## src/rtl/opti_iir_pkg.sv

```systemverilog
// Shared constants and enums for the time-multiplexed biquad cascade.
package opti_iir_pkg;

  localparam int NUM_SEC      = 5;
  localparam int TAPS_PER_SEC = 5;
  localparam int DW           = 16;
  localparam int ACC_W        = 36;
  localparam int FRAC         = 14;
  localparam int ROUND_C      = 1 << (FRAC - 1);
  localparam int SAT_MAX      = 32767;
  localparam int SAT_MIN      = -32768;

  typedef enum logic [1:0] {
    IDLE = 2'd0,
    MAC  = 2'd1,
    WB   = 2'd2,
    OUT  = 2'd3
  } iir_state_t;

  typedef enum logic [1:0] {
    ACC_HOLD = 2'd0,
    ACC_LOAD = 2'd1,
    ACC_ADD  = 2'd2,
    ACC_SUB  = 2'd3
  } acc_op_t;

endpackage

```

## src/rtl/opti_iir_mac.sv

```systemverilog
// Shared multiply-accumulate: Q2.14 x Q1.15 products into a wide accumulator,
// with round-half-up back to Q1.15 and clamp detection.
module opti_iir_mac
  import opti_iir_pkg::*;
(
  input  logic                 clk,
  input  logic                 rst_n,
  input  acc_op_t              op,
  input  logic signed [DW-1:0] coeff,
  input  logic signed [DW-1:0] operand,
  output logic signed [DW-1:0] y,
  output logic                 sat
);

  localparam int SW = ACC_W - FRAC;
  localparam logic signed [SW-1:0] HI = SW'(SAT_MAX);
  localparam logic signed [SW-1:0] LO = SW'(SAT_MIN);

  logic signed [2*DW-1:0]  prod;
  logic signed [ACC_W-1:0] prod_ext;
  logic signed [ACC_W-1:0] acc;
  logic signed [ACC_W-1:0] rounded;
  logic signed [SW-1:0]    shifted;
  logic                    sat_hi;
  logic                    sat_lo;

  assign prod     = coeff * operand;
  assign prod_ext = ACC_W'(prod);

  always_ff @(posedge clk or negedge rst_n) begin
    if (!rst_n) begin
      acc <= '0;
    end else begin
      case (op)
        ACC_LOAD: acc <= prod_ext;
        ACC_ADD:  acc <= acc + prod_ext;
        ACC_SUB:  acc <= acc - prod_ext;
        default:  acc <= acc;
      endcase
    end
  end

  // Dropping the low FRAC bits of the rounded sum is the arithmetic shift.
  assign rounded = acc + ACC_W'(ROUND_C);
  assign shifted = rounded[ACC_W-1:FRAC];
  assign sat_hi  = (shifted > HI);
  assign sat_lo  = (shifted < LO);
  assign sat     = sat_hi | sat_lo;

  always_comb begin
    y = shifted[DW-1:0];
    if (sat_hi) y = DW'(SAT_MAX);
    if (sat_lo) y = DW'(SAT_MIN);
  end

endmodule

```

## src/rtl/opti_iir_engine.sv

```systemverilog
// Five-section biquad cascade sharing one MAC; one sample per 31-cycle frame.
// Owns the frame FSM, the per-section history and the output register.
module opti_iir_engine
  import opti_iir_pkg::*;
(
  input  logic                 clk,
  input  logic                 rst_n,
  input  logic                 clr,
  input  logic                 in_valid,
  output logic                 in_ready,
  input  logic signed [DW-1:0] in_data,
  output logic [4:0]           coeff_addr,
  input  logic signed [DW-1:0] coeff_data,
  output logic                 out_valid,
  output logic signed [DW-1:0] out_data,
  output logic                 busy,
  output logic                 sat_flag,
  output iir_state_t           dbg_state
);

  localparam logic [2:0] LAST_SEC = 3'(NUM_SEC - 1);
  localparam logic [2:0] LAST_TAP = 3'(TAPS_PER_SEC - 1);

  iir_state_t state;
  iir_state_t state_nxt;

  logic [2:0]           sec;
  logic [2:0]           tap;
  logic [2:0]           sec_p1;
  logic signed [DW-1:0] sec_in;
  logic signed [DW-1:0] h [0:NUM_SEC][1:2];
  logic signed [DW-1:0] operand;
  acc_op_t              mac_op;
  logic signed [DW-1:0] y;
  logic                 y_sat;

  assign sec_p1    = sec + 3'd1;
  assign dbg_state = state;

  // Handshake: a sample transfers on a rising edge where in_valid && in_ready;
  // in_ready is high only in IDLE with clr low, so there is no buffering.
  // out_valid is a single-cycle pulse with no backpressure.

  always_ff @(posedge clk or negedge rst_n) begin
    if (!rst_n) state <= IDLE;
    else        state <= state_nxt;
  end

  always_comb begin
    state_nxt = state;
    case (state)
      IDLE: if (in_valid && in_ready) state_nxt = MAC;
      MAC:  if (tap == LAST_TAP) state_nxt = WB;
      WB:   state_nxt = (sec == LAST_SEC) ? OUT : MAC;
      OUT:  state_nxt = IDLE;
      default: state_nxt = IDLE;
    endcase
    if (clr) state_nxt = IDLE;
  end

  always_comb begin
    in_ready   = (state == IDLE) && !clr;
    busy       = (state != IDLE);
    out_valid  = (state == OUT);
    coeff_addr = '0;
    if (state == MAC) coeff_addr = ({2'b00, sec} * 5'd5) + {2'b00, tap};
  end

  // Section k uses h[k] as its x history and h[k+1] as its y history.
  always_comb begin
    operand = sec_in;
    mac_op  = ACC_HOLD;
    if (state == MAC) begin
      case (tap)
        3'd0: begin operand = sec_in;      mac_op = ACC_LOAD; end
        3'd1: begin operand = h[sec][1];    mac_op = ACC_ADD;  end
        3'd2: begin operand = h[sec][2];    mac_op = ACC_ADD;  end
        3'd3: begin operand = h[sec_p1][1]; mac_op = ACC_SUB;  end
        3'd4: begin operand = h[sec_p1][2]; mac_op = ACC_SUB;  end
        default: begin operand = sec_in;   mac_op = ACC_HOLD; end
      endcase
    end
  end

  opti_iir_mac u_mac (
    .clk     (clk),
    .rst_n   (rst_n),
    .op      (mac_op),
    .coeff   (coeff_data),
    .operand (operand),
    .y       (y),
    .sat     (y_sat)
  );

  always_ff @(posedge clk or negedge rst_n) begin
    if (!rst_n) begin
      sec      <= '0;
      tap      <= '0;
      sec_in   <= '0;
      out_data <= '0;
      sat_flag <= 1'b0;
      for (int i = 0; i <= NUM_SEC; i++) begin
        h[i][1] <= '0;
        h[i][2] <= '0;
      end
    end else if (clr) begin
      sec      <= '0;
      tap      <= '0;
      sat_flag <= 1'b0;
      for (int i = 0; i <= NUM_SEC; i++) begin
        h[i][1] <= '0;
        h[i][2] <= '0;
      end
    end else begin
      case (state)
        IDLE: begin
          if (in_valid) begin
            sec_in <= in_data;
            sec    <= '0;
            tap    <= '0;
          end
        end
        MAC: tap <= (tap == LAST_TAP) ? 3'd0 : tap + 3'd1;
        WB: begin
          h[sec_p1][2] <= h[sec_p1][1];
          h[sec_p1][1] <= y;
          // The cascade input history is only advanced once per frame.
          if (sec == 3'd0) begin
            h[0][2] <= h[0][1];
            h[0][1] <= sec_in;
          end
          sec_in   <= y;
          sat_flag <= sat_flag | y_sat;
          tap      <= '0;
          if (sec != LAST_SEC) sec <= sec + 3'd1;
          else                 out_data <= y;
        end
        default: ;
      endcase
    end
  end

endmodule

```

## config.mk

```make
export PLATFORM = sky130hd
export DESIGN_NAME = opti_iir_engine
export DESIGN_NICKNAME = d
export VERILOG_FILES = /design/src/rtl/opti_iir_pkg.sv /design/src/rtl/opti_iir_mac.sv /design/src/rtl/opti_iir_engine.sv
export SDC_FILE = /design/constraint.sdc
export NUM_CORES = 2
export LEC_CHECK = 0
export BUFFER_PORTS_ARGS = -buffer_cell sky130_fd_sc_hd__buf_2
export CORE_UTILIZATION = 60
export CTS_CLUSTER_DIAMETER = 60
export CTS_CLUSTER_SIZE = 40
export DETAILED_ROUTE_END_ITERATION = 6
export PLACE_DENSITY_LB_ADDON = 0.3
export SLEW_MARGIN = 30
export SYNTH_ARGS = -nofsm -noshare
export SYNTH_HDL_FRONTEND = slang
export SYNTH_SLANG_ARGS = --single-unit
```

## constraint.sdc

```tcl
create_clock -name clk -period 14.8 [get_ports clk]
set_input_delay 2.22 -clock clk [delete_from_list [all_inputs] [get_ports clk]]
set_output_delay 2.22 -clock clk [all_outputs]
set_load 0.02 [all_outputs]
```

==> After elaboration in Yosys (flattened, before gate mapping) <==
Index checks and enable logic that the tools add are counted.
{ "word_totals": {"ff_bits": 269, "ramBits": 0, "output_inout_bits": 27, "inputBits": 36, "latch_bits": 0, "wordCells": 114, "memories": 0, "rom_bits": 0} }
{ "classes": {"mux": 39, "eq_ne": 17, "add_sub_neg": 6, "n_bitwise": 6, "order_cmp": 5, "multipliers": 2, "n_shift": 0, "n_div": 0, "reduce_logical": 20} }
{ "op_table": {"columns": ["cell", "n"], "rows": [
  ["192-bit bitwise mux", 2],
  ["192-bit 2-to-1 mux", 2],
  ["32-bit binary-select mux with 3-bit select", 2],
  ["32-bit demux with 3-bit select", 2],
  ["32-bit 2-to-1 mux", 6],
  ["36-bit case mux with 3 select lines", 1],
  ["16-bit 2-to-1 mux", 5],
  ["16-bit case mux with 4 select lines", 1],
  ["36-bit by 15-bit adder with 36-bit output (second input constant)", 1],
  ["36-bit by 32-bit adder with 36-bit output", 1],
  ["36-bit by 32-bit subtractor with 36-bit output", 1],
  ["16-bit by 16-bit multiplier with 32-bit output", 1],
  ["16-bit case mux with 2 select lines", 1],
  ["22-bit by 16-bit greater-than comparator with 1-bit output (second input constant)", 1],
  ["22-bit by 16-bit < comparator with 1-bit output (second input constant)", 1],
  ["3-bit 2-to-1 mux", 5],
  ["3-bit != test (second input constant)", 4],
  ["2-bit 2-to-1 mux", 5],
  ["3-bit case mux with 3 select lines", 1],
  ["3-bit AND reduction", 3],
  ["2-bit equality test (second input constant)", 4],
  ["4-bit greater-or-equal comparator (second input constant)", 2],
  ["3-bit NOT with 4-bit output", 2],
  ["2-bit case mux with 4 select lines", 1],
  ["other kinds (25)", 40]
]} }

==> Depth between registers and ports, before layout <==
{ "logic_depth": {"word_depth": 11, "mapped_depth": 55, "depth_no_buf": 46} }

==> By module <==
A second synthesis with hierarchy kept.
{ "unflattened": {"cells_unflattened": 2987, "hier_area_um2": 28243.3} }
{ "by_module_without_submodules": {"columns": ["mod", "area_per_inst_um2", "instances", "seq_area_each_um2", "cells_each"], "rows": [
  ["opti_iir_mac", 14754.2, 1, 900.9, 1705],
  ["opti_iir_engine", 13489.2, 1, 5830.6, 1282]
]} }

==> Worst setup path before layout <==
No wires, ideal clock.
{ "synth_timing": {"path_kind": "reg-to-reg", "startpoint": "register sec[0]", "endpoint": "register u_mac.acc[35]", "stages_incl_launch_ff": 53, "setup_slack_ps": 3132, "required_ps": 14668, "setup_time_ps": 132, "n_path_buf": 11, "arrival_ps": 11536, "period_less_slack_ps": 11668, "cell_sequence": "dfrtp_1 buf_2 buf_2 buf_4 inv_2 buf_2 buf_2 ha_1 clkbuf_1 buf_2 buf_2 clkbuf_1 buf_1 a31oi_1 a211oi_1 o21ai_1 nand2_1 clkbuf_1 [... 17 more ...] nand3_1 nor3b_2 nand2_1 nor3_2 a31oi_1 xnor2_1 ha_1 a21o_1 a21o_1 a21oi_1 nor2b_1 o21a_1 o21ai_0 a32oi_1 a211o_1 or2_2 mux2i_1 o211ai_1"} }
{ "synth_via": {"elab_chain_cells": 10, "word_cells_on_any_way": 15, "cone_classes": "add/sub (3); mul (1); mux (9); bitwise (2)"} }
{ "synth_rtl": {"columns": ["element", "line_no", "source"], "rows": [
  ["from (decl)", "opti_iir_engine.sv:27", "logic [2:0] sec;"],
  ["from (signal assigned)", "opti_iir_engine.sv:135", "if (sec != LAST_SEC) sec <= sec + 3'd1;"],
  ["3-bit by 1-bit adder with 3-bit output", "opti_iir_engine.sv:37", "assign sec_p1 = sec + 3'd1;"],
  ["3-bit NOT with 4-bit output (implied by the code)", "opti_iir_engine.sv:78, opti_iir_engine.sv:79", null],
  ["32-bit binary-select mux with 3-bit select", "opti_iir_engine.sv:78, opti_iir_engine.sv:79", null],
  ["32-bit 2-to-1 mux (implied by the code) (2 in series)", "opti_iir_engine.sv:78", "3'd3: begin operand = h[sec_p1][1]; mac_op = ACC_SUB; end"],
  ["16-bit case mux with 4 select lines (*)", "opti_iir_engine.sv:74", "case (tap)"],
  ["16-bit 2-to-1 mux (*)", "opti_iir_engine.sv:73", "if (state == MAC) begin"],
  ["16-bit by 16-bit multiplier with 32-bit output (*)", "opti_iir_mac.sv:27", "assign prod = coeff * operand;"],
  ["36-bit by 32-bit subtractor with 36-bit output / 36-bit by 32-bit adder with 36-bit output (equally long branches)", "opti_iir_mac.sv:37, opti_iir_mac.sv:36", null],
  ["36-bit case mux with 3 select lines (*)", "opti_iir_mac.sv:34", "case (op)"],
  ["to (signal assigned)", "opti_iir_mac.sv:35", "ACC_LOAD: acc <= prod_ext;"],
  ["to (signal assigned)", "opti_iir_mac.sv:36", "ACC_ADD: acc <= acc + prod_ext;"],
  ["to (signal assigned)", "opti_iir_mac.sv:37", "ACC_SUB: acc <= acc - prod_ext;"],
  ["to (decl)", "opti_iir_mac.sv:21", "logic signed [ACC_W-1:0] acc;"]
]} }
Every way passes the cells marked *; elsewhere a longest branch is shown, timed or not. The select of a mux whose other input is x is not followed.
A chain may end at the register's enable or synchronous reset.

==> Worst setup path after layout <==
Same ends and word-level chain as after synthesis.

==> flow_summary.ini <==
[setup_path]
reg2reg_setup_slack_ns = 1.72
path_buf_inv = 6
crit_path_end_kind = flop
crit_slowest_cell = ha_4
critPathArrivalTime_ns = 13.54
cpMostUsedCell = fa_1
worst-path-max-fanout = 62
startpoint_type = flop
required_ns = 15.26
cpPeakStageDelay_ns = 0.82
crit_type = reg -> reg
cp_top_family = adder cells

[final_layout]
final_cell_mix = 397 x nand2_1, 327 x inv_1, 267 x dfrtp_1
drive_gt1_frac = 0.0959
syn_to_final_growth_pct = 6.42
layout_commonest_cell = nand2_1
final_nets = 3421

[logic_synthesis]
synthDistinctLibCells = 95
syn-cell-area_um2 = 27500
yosysSeqAreaShare = 0.245
yosys.area.top_type_share = 0.245
synth_area_leader_cell = dfrtp_1
synth_compound_area_frac = 0.166
avgSynthCellArea_um2 = 9.12
synth_area_leaders = dfrtp_1 24%, fa_1 19%, ha_1 6.2%
yosys.area_share.adder = 0.255
synth_ff_type = dfrtp_1
synthXorXnorAreaFrac = 0.0399
async_flop_share = 1.00
synth_top_family_by_area = adder cells
synth_simple_gate_area_frac = 0.150
ys_warn_count = 0
syn_nets = 3455
yosys-mux-area-fraction = 0.0719
ys_ff_latch = 269
synthCells = 3017
synth_edf_count = 0

[timing]
setup_violations = 0
worst_pin_slew_ns = 1.11
drv_slew = 0
period_share = 0.884
hold_viol_final = 0
rsz0062_at_grt = no
period_minus_slack_ns = 13.08
setup_tns_ns = 0
slew_headroom = 0.258
clock_skew_ns = 0.0665
fmax_ghz = 0.0764

[clocking]
clock_sinks = 269
path_clk_slew_ns = 0.07
clock_latency_ns = 0.60
numCtsBuffers = 25
cts.hold.buffers_added = 0
cts_setup_buffers = 0
clock_path_buffers = 3
cts_tree = done
cts_root_buf = clkbuf_16
h-tree-depth = 1
cts_resized = 0

[drt]
drt_iter0_drc = 2648
viasPerCell = 6.40
ant_nets = 0
totalWireLength_um = 82000
drc = 0
firstDrtPassIters = 7
vias = 23100
wl_per_cell_um = 22.7

[die]
initial_core_util = 0.607
core.rowCount = 78
io_pins = 63
die_w_um = 216
coreArea_um2 = 45300
dieArea_um2 = 46700
fp.dieH_um = 216

[status]
outcome = finished clean

[global_routing]
grt_usage = 0.360
grt_remaining_overflow = 0
antenna_found_initial = 3
grt_pass1_wl_um = 132000
grt_max_degree = 125
grt_pass1_vias = 23800

[place]
port_buffers = 62
dp_hpwl_um = 58900
place_congestion = 0.982

[hold_path]
hold_path.class = reg -> reg

[job]
maxCapViolCount = 0
==> cell type report <==
class	instances	area, µm²
Antenna cell	3	7.51
Clock buffer	27	633
Clock inverter	19	234
Fill cell	3666	16000
Inverter	328	1230
Multi-Input combinational cell	2252	19000
Sequential cell	269	6740
Tap cell	600	751
Timing Repair Buffer	107	703
==> routing by layer <==
metal  global-route usage  vias up  share of wire
met1                0.454    11400           0.37
met3               0.0650      377          0.086
met4                0.196        4          0.067
met2                0.591     1208           0.47
li1                     -    10100              -
met5                    0        -        0.00037
==> sequential cells by signal, summed over array words and instances, names as in the netlist <==
signal / cells
u_mac.acc: 36
sec_in: 16
sat_flag: 1
tap: 3
h: 192
out_data: 16
sec: 3
dbg_state: 2
==> worst register-to-register path: cells and delay by family (launching register included) <==
kind / cells / cell delay, ns
flops: 1 / 0.58
fa+ha+maj: 9 / 4.37
mux: 2 / 0.36
xor+xnor: 1 / 0.17
simple gates: 12 / 2.77
compound gates: 11 / 3.29
buf+inv: 6 / 1.45
==> cell families (layout without fill, tap and decap cells) <==
logic type	Yosys count	count (layout)
AND/OR/NAND/NOR	872	872
AO/OA/AOI/OAI	711	711
buffers and inverters	496	481
adder cells (fa/ha/maj)	402	402
flip-flops	269	269
multiplexers	148	148
XOR/XNOR	119	119
other	0	3
==> synth_stat cells, drive strengths merged, types with 12 or more instances <==
cell type / instances
a211oi: 27
a21o: 33
a21oi: 168
a22o: 50
a22oi: 36
a31oi: 44
and2: 109
and3: 17
buf: 40
clkbuf: 127
dfrtp: 269
fa: 265
ha: 137
inv: 328
mux2: 17
mux2i: 93
mux4: 38
nand2: 399
nand2b: 30
nand3: 38
nand4: 12
nor2: 138
nor2b: 66
nor3: 26
o211ai: 12
o21a: 21
o21ai: 215
o22ai: 32
xnor2: 79
xor2: 40
==> stage by stage <==
step                       util  cells  hold slack [ns]  area [µm²]  worst slack (ns)
after CTS                 0.645   3600            0.488       29200              2.00
after global placement    0.625   3553            0.461       28300              2.51
final                     0.646   3605            0.487       29300              1.72
after floorplan               -   3017            0.456       27500              3.13
after detailed placement  0.626   3554            0.474       28300              2.03
after global routing      0.646   3603            0.521       29300             0.894
==> path summary, 6_finish.rpt <==
kind / from / to / cells past startpoint
hold / removal: out_data[15] / out_data[15] / 2
max in group asynchronous: rst_n / u_mac.acc[29] / 2
hold reg to reg: out_data[15] / out_data[15] / 2
min in group asynchronous: rst_n / h[114] / 1
setup / recovery: sec[0] / u_mac.acc[35] / 41
setup reg to reg: sec[0] / u_mac.acc[35] / 41
Power is not shown: default switching activity piles up to over one toggle a cycle in this logic, so the estimate is an artifact.
